<file path="src/rtl/pigro_pkg.sv">
// Shared pigro ISA definitions: opcode encodings, instruction
// field positions and the register-write predicate.
package pigro_pkg;

    localparam int INSTR_W   = 32;
    localparam int OP_W      = 5;
    localparam int OP_LSB    = 27;
    localparam int IMMF_BIT  = 26;
    localparam int RD_LSB    = 22;
    localparam int RA_LSB    = 18;
    localparam int RB_LSB    = 14;
    localparam int IMM_LSB   = 0;
    localparam int DISPL_LSB = 0;

    typedef enum logic [OP_W-1:0] {
        OP_NOP = 5'd0,
        OP_JMP = 5'd1,
        OP_STR = 5'd2,
        OP_ADD = 5'd3,
        OP_SUB = 5'd4,
        OP_AND = 5'd5,
        OP_OR  = 5'd6,
        OP_LD  = 5'd7
    } opcode_e;

    function automatic logic writes_reg(input logic [OP_W-1:0] op);
        return !(op == OP_NOP || op == OP_JMP || op == OP_STR);
    endfunction

endpackage

</file>
<file path="src/rtl/hazard_scoreboard.sv">
// Shift-register scoreboard of in-flight register writers;
// flags a RAW hazard against the decoding instruction's sources.
module hazard_scoreboard #(
    parameter int NSTAGE = 3,
    parameter int AW     = 4
) (
    input  logic          clk,
    input  logic          rst,
    input  logic          i_shift,
    input  logic          i_ins_valid,
    input  logic [AW-1:0] i_ins_addr,
    input  logic [AW-1:0] i_ra,
    input  logic [AW-1:0] i_rb,
    input  logic          i_rb_en,
    output logic          o_raw
);

    logic [NSTAGE-1:0] r_vld;
    logic [AW-1:0]     r_addr [NSTAGE];

    // Age entries one slot per advancing cycle; newest writer enters slot 0
    always_ff @(posedge clk) begin
        if (!rst) begin
            r_vld <= '0;
            for (int i = 0; i < NSTAGE; i++) begin
                r_addr[i] <= '0;
            end
        end else if (i_shift) begin
            r_vld[0]  <= i_ins_valid;
            r_addr[0] <= i_ins_addr;
            for (int i = 1; i < NSTAGE; i++) begin
                r_vld[i]  <= r_vld[i-1];
                r_addr[i] <= r_addr[i-1];
            end
        end
    end

    // Any live writer matching a used source operand is a hazard
    always_comb begin
        o_raw = 1'b0;
        for (int i = 0; i < NSTAGE; i++) begin
            if (r_vld[i] && (r_addr[i] == i_ra ||
                (i_rb_en && r_addr[i] == i_rb))) begin
                o_raw = 1'b1;
            end
        end
    end

endmodule

</file>
<file path="src/rtl/decode_scoreboard.sv">
// Decode stage: one-entry decode register, RAW stall against
// in-flight writers, in-decode jump resolution, registered issue.
module decode_scoreboard
    import pigro_pkg::*;
#(
    parameter int XLEN   = 32,
    parameter int NREG   = 16,
    parameter int PCW    = 5,
    parameter int NSTAGE = 3,
    parameter int IMMW   = 18,
    localparam int AW    = $clog2(NREG)
) (
    input  logic            clk,
    input  logic            rst,
    input  logic            in_valid,
    output logic            in_ready,
    input  logic [31:0]     instr_in,
    input  logic [PCW-1:0]  pc_in,
    output logic [AW-1:0]   addr_a_rf,
    output logic [AW-1:0]   addr_b_rf,
    input  logic [XLEN-1:0] data_a_rf,
    input  logic [XLEN-1:0] data_b_rf,
    output logic            out_valid,
    input  logic            out_ready,
    output logic [4:0]      opcode,
    output logic [XLEN-1:0] data_a,
    output logic [XLEN-1:0] data_b,
    output logic [XLEN-1:0] immediate,
    output logic            isimmediate,
    output logic [AW-1:0]   dest_addr,
    output logic [AW-1:0]   o_addr_a,
    output logic [PCW-1:0]  pc,
    output logic            jump_flag,
    output logic [PCW-1:0]  jump_dest,
    output logic            stall
);

    logic                r_dvalid;
    logic [INSTR_W-1:0]  r_instr;
    logic [PCW-1:0]      r_pc;

    logic [OP_W-1:0]     w_op;
    logic                w_immf;
    logic [AW-1:0]       w_rd;
    logic [AW-1:0]       w_ra;
    logic [AW-1:0]       w_rb;
    logic [IMMW-1:0]     w_imm;
    logic [PCW-1:0]      w_displ;
    logic [XLEN-1:0]     w_imm_ext;
    logic                w_is_jmp;
    logic                w_raw;
    logic                w_jump;
    logic                w_issue;
    logic                w_accept;

    assign w_op      = r_instr[OP_LSB +: OP_W];
    assign w_immf    = r_instr[IMMF_BIT];
    assign w_rd      = r_instr[RD_LSB +: AW];
    assign w_ra      = r_instr[RA_LSB +: AW];
    assign w_rb      = r_instr[RB_LSB +: AW];
    assign w_imm     = r_instr[IMM_LSB +: IMMW];
    assign w_displ   = r_instr[DISPL_LSB +: PCW];
    assign w_imm_ext = {{(XLEN-IMMW){w_imm[IMMW-1]}}, w_imm};
    assign w_is_jmp  = (w_op == OP_JMP);

    // A jump is consumed in decode and never reaches execute;
    // held off during reset so a discarded JMP cannot redirect.
    assign w_jump   = rst & r_dvalid & w_is_jmp & ~w_raw & out_ready;
    assign w_issue  = r_dvalid & ~w_raw & out_ready & ~w_is_jmp;
    assign in_ready = ~r_dvalid | w_issue;
    assign w_accept = in_valid & in_ready;

    assign addr_a_rf = w_ra;
    assign addr_b_rf = w_rb;
    assign stall     = w_raw & r_dvalid;
    assign jump_flag = w_jump;
    assign jump_dest = w_immf ? w_displ : r_pc + w_displ;

    hazard_scoreboard #(
        .NSTAGE (NSTAGE),
        .AW     (AW)
    ) u_sb (
        .clk         (clk),
        .rst         (rst),
        .i_shift     (out_ready),
        .i_ins_valid (w_issue & writes_reg(w_op)),
        .i_ins_addr  (w_rd),
        .i_ra        (w_ra),
        .i_rb        (w_rb),
        .i_rb_en     (~w_immf),
        .o_raw       (w_raw)
    );

    // Decode register: refill on accept, empty on issue or jump
    always_ff @(posedge clk) begin
        if (!rst) begin
            r_dvalid <= 1'b0;
            r_instr  <= '0;
            r_pc     <= '0;
        end else if (w_accept) begin
            r_dvalid <= 1'b1;
            r_instr  <= instr_in;
            r_pc     <= pc_in;
        end else if (w_issue || w_jump) begin
            r_dvalid <= 1'b0;
        end
    end

    // Issue register: load on issue, bubble when advancing idle
    always_ff @(posedge clk) begin
        if (!rst) begin
            out_valid   <= 1'b0;
            opcode      <= OP_NOP;
            data_a      <= '0;
            data_b      <= '0;
            immediate   <= '0;
            isimmediate <= 1'b0;
            dest_addr   <= '0;
            o_addr_a    <= '0;
            pc          <= '0;
        end else if (w_issue) begin
            out_valid   <= 1'b1;
            opcode      <= w_op;
            data_a      <= data_a_rf;
            data_b      <= w_immf ? '0 : data_b_rf;
            immediate   <= w_immf ? w_imm_ext : '0;
            isimmediate <= w_immf;
            dest_addr   <= w_rd;
            o_addr_a    <= w_ra;
            pc          <= r_pc;
        end else if (out_ready) begin
            out_valid   <= 1'b0;
            opcode      <= OP_NOP;
        end
    end

endmodule

</file>
<file path="config.mk">
export PLATFORM = sky130hd
export DESIGN_NAME = decode_scoreboard
export DESIGN_NICKNAME = d
export VERILOG_FILES = /design/src/rtl/pigro_pkg.sv /design/src/rtl/hazard_scoreboard.sv /design/src/rtl/decode_scoreboard.sv
export SDC_FILE = /design/constraint.sdc
export NUM_CORES = 1
export LEC_CHECK = 0
export CORE_MARGIN = 5
export CORE_UTILIZATION = 35
export CTS_BUF_LIST = sky130_fd_sc_hd__clkbuf_4 sky130_fd_sc_hd__clkbuf_8
export DETAILED_ROUTE_END_ITERATION = 12
export MAX_ROUTING_LAYER = met4
export PLACE_DENSITY = 0.67
export SLEW_MARGIN = 15
export SYNTH_ARGS = -nofsm -noshare
export SYNTH_HDL_FRONTEND = slang
export SYNTH_SLANG_ARGS = --single-unit
</file>
<file path="constraint.sdc">
create_clock -name clk -period 3.6 [get_ports clk]
set_clock_uncertainty 0.2 [all_clocks]
set_input_delay 0.54 -clock clk [delete_from_list [all_inputs] [get_ports clk]]
set_output_delay 0.54 -clock clk [all_outputs]
set_load 0.01 [all_outputs]
</file>
==> summary.md, run 1 <==
| Metric | Value |
|---|---|
| Status | finished clean |
| Drt first pass iters | 5 |
| Slew @ Worst Pin | 0.944 ns |
| DP Wirelength | between 15,000 and 20,000 µm |
| Setup TNS | 0 ns |
| Input/output buffers | 236 |
| Initial Util | 0.357 |
| Minimum hold slack | 0.221 ns |
| Final setup violation count | 0 |
| Count of state elements after synthesis | 155 |
| Yosys top cell area share | 0.380 |
| Inst Count DP | 1,248 |
| Startpoint Class | flop |
| Synth top area cells | dfxtp_1, o31ai_1, a21oi_1 |
| Layout fillers | 2,009 |
| Layout Cells excl Fill | around 1,300 |
| Crit Path Max Fanout | 7 |
| Initial antenna violation count | 0 |
| Critical path origin | r_instr[15] |
| Crit path to | in_ready |
| Syn Area/Cell | 8.94 µm² |
| Num rows | 53 |
| GR Overflow Total | 0 |
| Synth-to-layout area growth | 34.6% |
| FFs w/ async S/R, synth | 0 |
| Final net count | 1,102 |
| Tot GR Track Use | 0.194 |
| Wirelength, routed | 24,100 µm |
| Vias | roughly 6,800 |
| Critical path arrival | 2.68 ns |
| Post-synth top area cell | dfxtp_1 |
| YS warnings | 0 |
| Synth unique cells | 39 |
| Max frequency | 293 MHz |
| Hold buffers post-CTS | 0 |
| R2R Path End | r_instr[20] |
| H-tree Lvls | 4 |
| Largest net degree at the start of global routing | 86 |
| DRC Markers | 0 |
| CTS tree | done |
| Total CTS buffers | 17 |
| Crit path kind | flop to output port |
| DR vias/cell | 5.34 |
| CTS root buffer | clkbuf_8 |
| Post-route minimum period | 3.42 ns |
| Worst min-delay path category | input pin to flop |
| Worst Setup End Kind | output port |
| First-pass GRT wire length | ~37,000 µm |
| Relative slew slack | 0.368 |
| Min-delay src | rst |
| Max cap viols | 0 |
| Critical R2R Launch | r_instr[16] |
| Drt initial violations | 547 |
| Seq/Total Area, Yosys | 0.428 |
| Static leakage | 3.63 nW |
| Worst EP required | 2.86 ns |
| Die width | 157 µm |
| Reg-to-reg setup timing slack | 0.76 ns |
| Most numerous cell in the Yosys netlist | dfxtp_1 |
| Final Hold Fails | 0 |
| Ys flop type | dfxtp_1 |
| Clk_lat worst skew | 0.45 ns |
| Cells after Synth | 843 |
| Pwr Total | 3.73 mW |
| Number of top-level pins | 237 |
| Wire length per cell | 18.9 µm |
| # clock sinks | 155 |
| CTS max path bufs | 2 |
| Net Count, Synth | 953 |
| Path depth of the worst reg2reg path | 7 |
| Final core utilization | 0.481 |
| Unrepaired setup endpoints after global routing | false |
| Period utilisation layout | 0.949 |
| Die Area | about 0.025 mm² |
| Clock slew at reported path FFs | 0.09 ns |
| Mapped Area | 0.00754 mm² |
| N_diodes | 0 |
| Number of global-route vias before repair | 6,618 |
| Die height | 157 µm |
| PD cells | 368 mW/mm² |
| Number of synthesized flops with an enable pin | 12 |
| Layout cells sized above 1 | 0.0607 |
| Antenna Nets Post-Route | 0 |
| Post-synth top cells | dfxtp_1, a21oi_1, nand2_1, o31ai_1, nand4_1 |
| Max Slew Vio Count | 0 |
| Maximum VDD drop | 0.226 mV |
| Routability congestion estimate | approximately 0.8 |
| Core Region | 0.0211 mm² |
## logic make-up (layout without fill, tap and decap cells)
| group | Yosys count | in the layout | share of synthesized area |
|---|---|---|---|
| flops | 155 | 155 | 0.428 |
| simple gates | 268 | 268 | 0.194 |
| xor+xnor | 28 | 28 | 0.0325 |
| compound gates | 215 | 215 | 0.186 |
| fa+ha+maj | 5 | 5 | 0.00930 |
| mux | 40 | 40 | 0.0531 |
| buf+inv | 132 | 294 | 0.0973 |
## layout by cell type (no fill, tap or decap), types with 2 or more instances in the layout
master / count
clkdlybuf4s50_1: 234
dfxtp_1: 142
a21oi_1: 102
nand2_1: 96
o31ai_1: 96
nand4_1: 81
mux2i_1: 40
nor2b_1: 32
xor2_1: 18
or4_1: 18
clkbuf_8: 17
and3_1: 14
buf_4: 12
edfxtp_1: 12
xnor2_1: 10
inv_1: 7
buf_12: 6
o21ai_0: 5
nor3_1: 5
nand3_1: 5
nor2_1: 5
nand2b_1: 4
ha_1: 4
clkinvlp_4: 4
clkinv_2: 3
a32o_1: 3
clkinv_4: 3
clkinv_1: 3
a21o_1: 2
nor4b_2: 2
a31o_4: 2
a31oi_4: 2
inv_6: 2
## layer usage
layer	share of wire	vias up	GRT usage
met1	0.44	3251	0.257
li1	-	3357	-
met4	0.010	0	0.0388
met2	0.48	217	0.301
met5	0	-	-
met3	0.069	11	0.0498
## repair_timing
item                                    in CTS  in global routing
resized for setup                            0                  2
endpoints found under the setup margin       0                  3
buffers inserted                             0                  0
## report_power, final
group          switching [mW]  internal [mW]
combinational           0.302          0.318
sequential             0.0668           1.81
clock                   0.691          0.543
total                    1.06           2.67
## sequential cells by signal (all words and copies together) (netlist names), 4 cells and up
name         count
data_a          32
data_b          32
r_instr         32
immediate       18
u_sb.r_addr     12
opcode           5
pc               5
r_pc             5
dest_addr        4
o_addr_a         4
## cell type report
| type | instances | area, µm² | area share |
|---|---|---|---|
| Multi-Input combinational cell | 556 | 3620 | 0.357 |
| Sequential cell | 155 | 3220 | 0.318 |
| Timing Repair Buffer | 254 | 2570 | 0.253 |
| Tap cell | 275 | 344 | 0.0339 |
| Clock buffer | 17 | 234 | 0.0231 |
| Clock inverter | 15 | 125 | 0.0123 |
| Inverter | 8 | 31.3 | 0.00308 |
## how the worst min path moves through the flow
| stage | end | slack (ns) | cells past startpoint |
|---|---|---|---|
| 2_1_floorplan | r_instr[10] | 0.23 | 2 |
| 3_3_place_gp | r_instr[9] | 0.24 | 2 |
| 3_5_place_dp | r_instr[9] | 0.25 | 2 |
| 4_1_cts | r_dvalid | 0.19 | 3 |
| 5_1_grt | r_dvalid | 0.20 | 3 |
| 6_report | r_dvalid | 0.22 | 3 |
## metrics by stage
stage / worst slack [ns] / instance area (µm²)
after detailed placement: 0.554 / 9780
after global placement: 0.586 / 9780
after global routing: 0.0360 / 10100
after CTS: 0.0911 / 10100
after floorplan: 1.21 / 7540
final: 0.183 / 10100
## worst max-delay path, cell delays in order (launching register included)
cell	delay, ns
dfxtp_1	0.53
xnor2_1	0.16
nand3_1	0.10
nor4b_2	0.40
a31o_4	0.21
nor3_4	0.08
a31o_2	0.26
clkdlybuf4s50_1	0.48
Note: power is estimated with default switching activity, not from simulation.
==> run 2: changes to the inputs <==
--- a/config.mk
+++ b/config.mk
@@ -9,8 +9,9 @@
 export CORE_UTILIZATION = 35
 export CTS_BUF_LIST = sky130_fd_sc_hd__clkbuf_4 sky130_fd_sc_hd__clkbuf_8
 export DETAILED_ROUTE_END_ITERATION = 12
+export DONT_BUFFER_PORTS = 1
 export MAX_ROUTING_LAYER = met4
-export PLACE_DENSITY = 0.67
+export PLACE_DENSITY = 0.53
 export SLEW_MARGIN = 15
 export SYNTH_ARGS = -nofsm -noshare
 export SYNTH_HDL_FRONTEND = slang
==> constraint.sdc (replaced) <==
create_clock -name clk -period 4.08 [get_ports clk]
set_clock_uncertainty 0.2 [all_clocks]
set_input_delay 0.612 -clock clk [delete_from_list [all_inputs] [get_ports clk]]
set_output_delay 0.612 -clock clk [all_outputs]
set_load 0.01 [all_outputs]
==> run 2 against run 1 <==
Critical path depth down 1; routed wire length is 5.0% lower; sequential cell count stayed put; largest cell class unchanged; largest power group unchanged; critical endpoint unchanged.
==> summary.md, run 2 (synthesized netlist as in run 1, its figures left out) <==
| Metric | Value |
|---|---|
| Core Region | 0.0211 mm² (unchanged) |
| Number of global-route vias before repair | 5,686 (-14%) |
| Max frequency | 288 MHz |
| Crit path kind | flop to output port |
| Sw Share | 0.282 (-0.00221) |
| Setup TNS | 0 ns (unchanged) |
| Input/output buffers | 0 (-100%) |
| GR Overflow Total | 0 (unchanged) |
| # clock sinks | 155 (unchanged) |
| Relative slew slack | 0.447 (+0.0790) |
| First-pass GRT wire length | 35,100 µm (-5.7%) |
| Final net count | 862 (-22%) |
| Period utilisation layout | 0.851 |
| Crit Path Max Fanout | 39 (+32) |
| Post-CTS resize count | 0 (unchanged) |
| Setup Buffers After CTS | 0 (unchanged) |
| Registers with the most flip-flops | data_a (32), data_b (32), r_instr (32) |
| Num rows | 53 (unchanged) |
| Clock power share | 0.370 (+0.039) |
| Final WS setup | 0.607 ns (+0.424 ns) |
| Clk_lat worst skew | 0.45 ns (about the same) |
| Wirelength, routed | 22,900 µm (-5.0%) |
| Final Hold Fails | 0 (unchanged) |
| Most frequent cells in the layout | dfxtp_1, a21oi_1, nand2_1, o31ai_1, nand4_1 |
| Antenna Nets Post-Route | 0 (unchanged) |
| Max Slew Vio Count | 0 (unchanged) |
| Die Area | 0.0246 mm² (unchanged) |
| H-tree Lvls | 4 (unchanged) |
| Initial antenna violation count | 1 (+1) |
| Max cap viols | 0 (unchanged) |
| Static leakage | 2.73 nW (-25%) |
| Total CTS buffers | 17 (unchanged) |
| CTS max path bufs | 2 (unchanged) |
| Slew @ Worst Pin | 0.829 ns (-0.115 ns) |
| Drt first pass iters | 6 (+1) |
| CTS tree | done |
| Sequential share of power | 0.531 (+0.028) |
| Number of top-level pins | 237 (unchanged) |
| DR vias/cell | 5.75 (+7.6%) |
| Switch Pwr | 0.895 mW (-16%) |
| Die width | 157 µm (unchanged) |
| Initial Util | 0.357 (unchanged) |
| DRC Markers | 0 (unchanged) |
| PD cells | 409 mW/mm² (+11%) |
| Post-route minimum period | 3.47 ns |
| Placed cell areas | 0.00737 mm² (-25%) |
| Vias | 5,981 (-13%) |
| Wire length per cell | 22.0 µm (+17%) |
| Worst min-delay path category | input pin to flop |
| Unrepaired setup endpoints after global routing | false |
| CTS root buffer | clkbuf_8 |
| Pwr Total | 3.17 mW (-15%) |
| Worst EP required | 3.27 ns (+0.41 ns) |
| Die height | 157 µm (unchanged) |
| Drt initial violations | 518 (-5.3%) |
| Cells along the critical path | xnor2_1 -> nand3_1 -> nor4b_2 -> a31o_4 -> nor3_2 -> a31o_2 |
| Synth-to-layout area growth | 2.97% |
| Status | finished clean |
| Tot GR Track Use | 0.185 (-0.00882) |
| Logic pwr share | 0.099 (-0.067) |
| Layout cells sized above 1 | 0.0784 (+0.0177) |
| Final setup violation count | 0 (unchanged) |
| Pint | 2.28 mW (-15%) |
| Commonest non-fill, non-tap cell in the layout | dfxtp_1 |
| Setup WS pre-CTS | 1.05 ns (+0.500 ns) |
| Fin area | 0.00776 mm² (-24%) |
| DP Wirelength | 14,800 µm (-4.5%) |
| Startpoint Class | flop |
| Critical path's slowest cell | dfxtp_1 |
| Routability congestion estimate | 0.785 (-2.6%) |
| Largest net degree at the start of global routing | 90 (+4.7%) |
| Clock slew at reported path FFs | 0.09 ns (about the same) |
| Hold buffers post-CTS | 0 (unchanged) |
| Critical path arrival | 2.66 ns (-0.02 ns) |
| Worst Setup End Kind | output port |
| Layout fillers | 2,200 (+9.5%) |
| Slowest stage delay, CP | 0.55 ns (+0.02 ns) |
| Maximum VDD drop | 0.167 mV (-26%) |
run 2: critical path, delay by kind of cell (launching register included):
| kind | cells | cell delay [ns] |
|---|---|---|
| compound gates | 2 | 0.80 |
| simple gates | 3 | 0.69 |
| flops | 1 | 0.55 |
| xor+xnor | 1 | 0.16 |
run 2: layer usage:
| metal | routed length [µm] | vias up | part of all wire | track usage |
|---|---|---|---|---|
| li1 | - | 2882 | - | - |
| met1 | 9980 | 2883 | 0.44 | 0.243 |
| met2 | 10600 | 203 | 0.46 | 0.269 |
| met3 | 2210 | 13 | 0.096 | 0.0766 |
| met4 | 163 | 0 | 0.0071 | 0.0372 |
| met5 | 0 | - | 0 | - |
run 2: path summary, 6_finish.rpt:
check / from / endpoint / slack (ns) / depth (start not counted)
worst max-delay path: r_instr[15] / in_ready / 0.61 / 6
worst min-delay path: out_ready / r_dvalid / 0.05 / 1
worst max register to register: r_instr[17] / immediate[0] / 1.15 / 7
worst min register to register: r_instr[5] / r_instr[5] / 0.27 / 2
run 2: power by group through the flow:
stage                     Clock (mW)  Combinational [mW]  Sequential, mW
after floorplan                    0               0.308            1.68
after global placement             0               0.315            1.72
after detailed placement           0               0.317            1.72
after CTS                       1.22               0.318            1.69
after global routing            1.29               0.348            1.70
final                           1.18               0.313            1.69
run 2: final cells by class:
cell class                      count  area (µm²)  share of cell area
Inverter                            8        31.3             0.00403
Antenna cell                        1        2.50            0.000322
Tap cell                          275         344              0.0443
Clock buffer                       19         249              0.0321
Clock inverter                     13         141              0.0182
Sequential cell                   155        3230               0.416
Multi-Input combinational cell    556        3610               0.465
Timing Repair Buffer               14         155              0.0200
run 2: stage by stage:
stage | hold WS [ns] | util | cells
floorplan | 0.235 | - | 843
global placement | 0.246 | 0.349 | 1008
detailed placement | 0.250 | 0.349 | 1008
CTS | 0.00722 | 0.368 | 1040
global route | 0.00433 | 0.368 | 1041
finish | 0.0483 | 0.368 | 1041
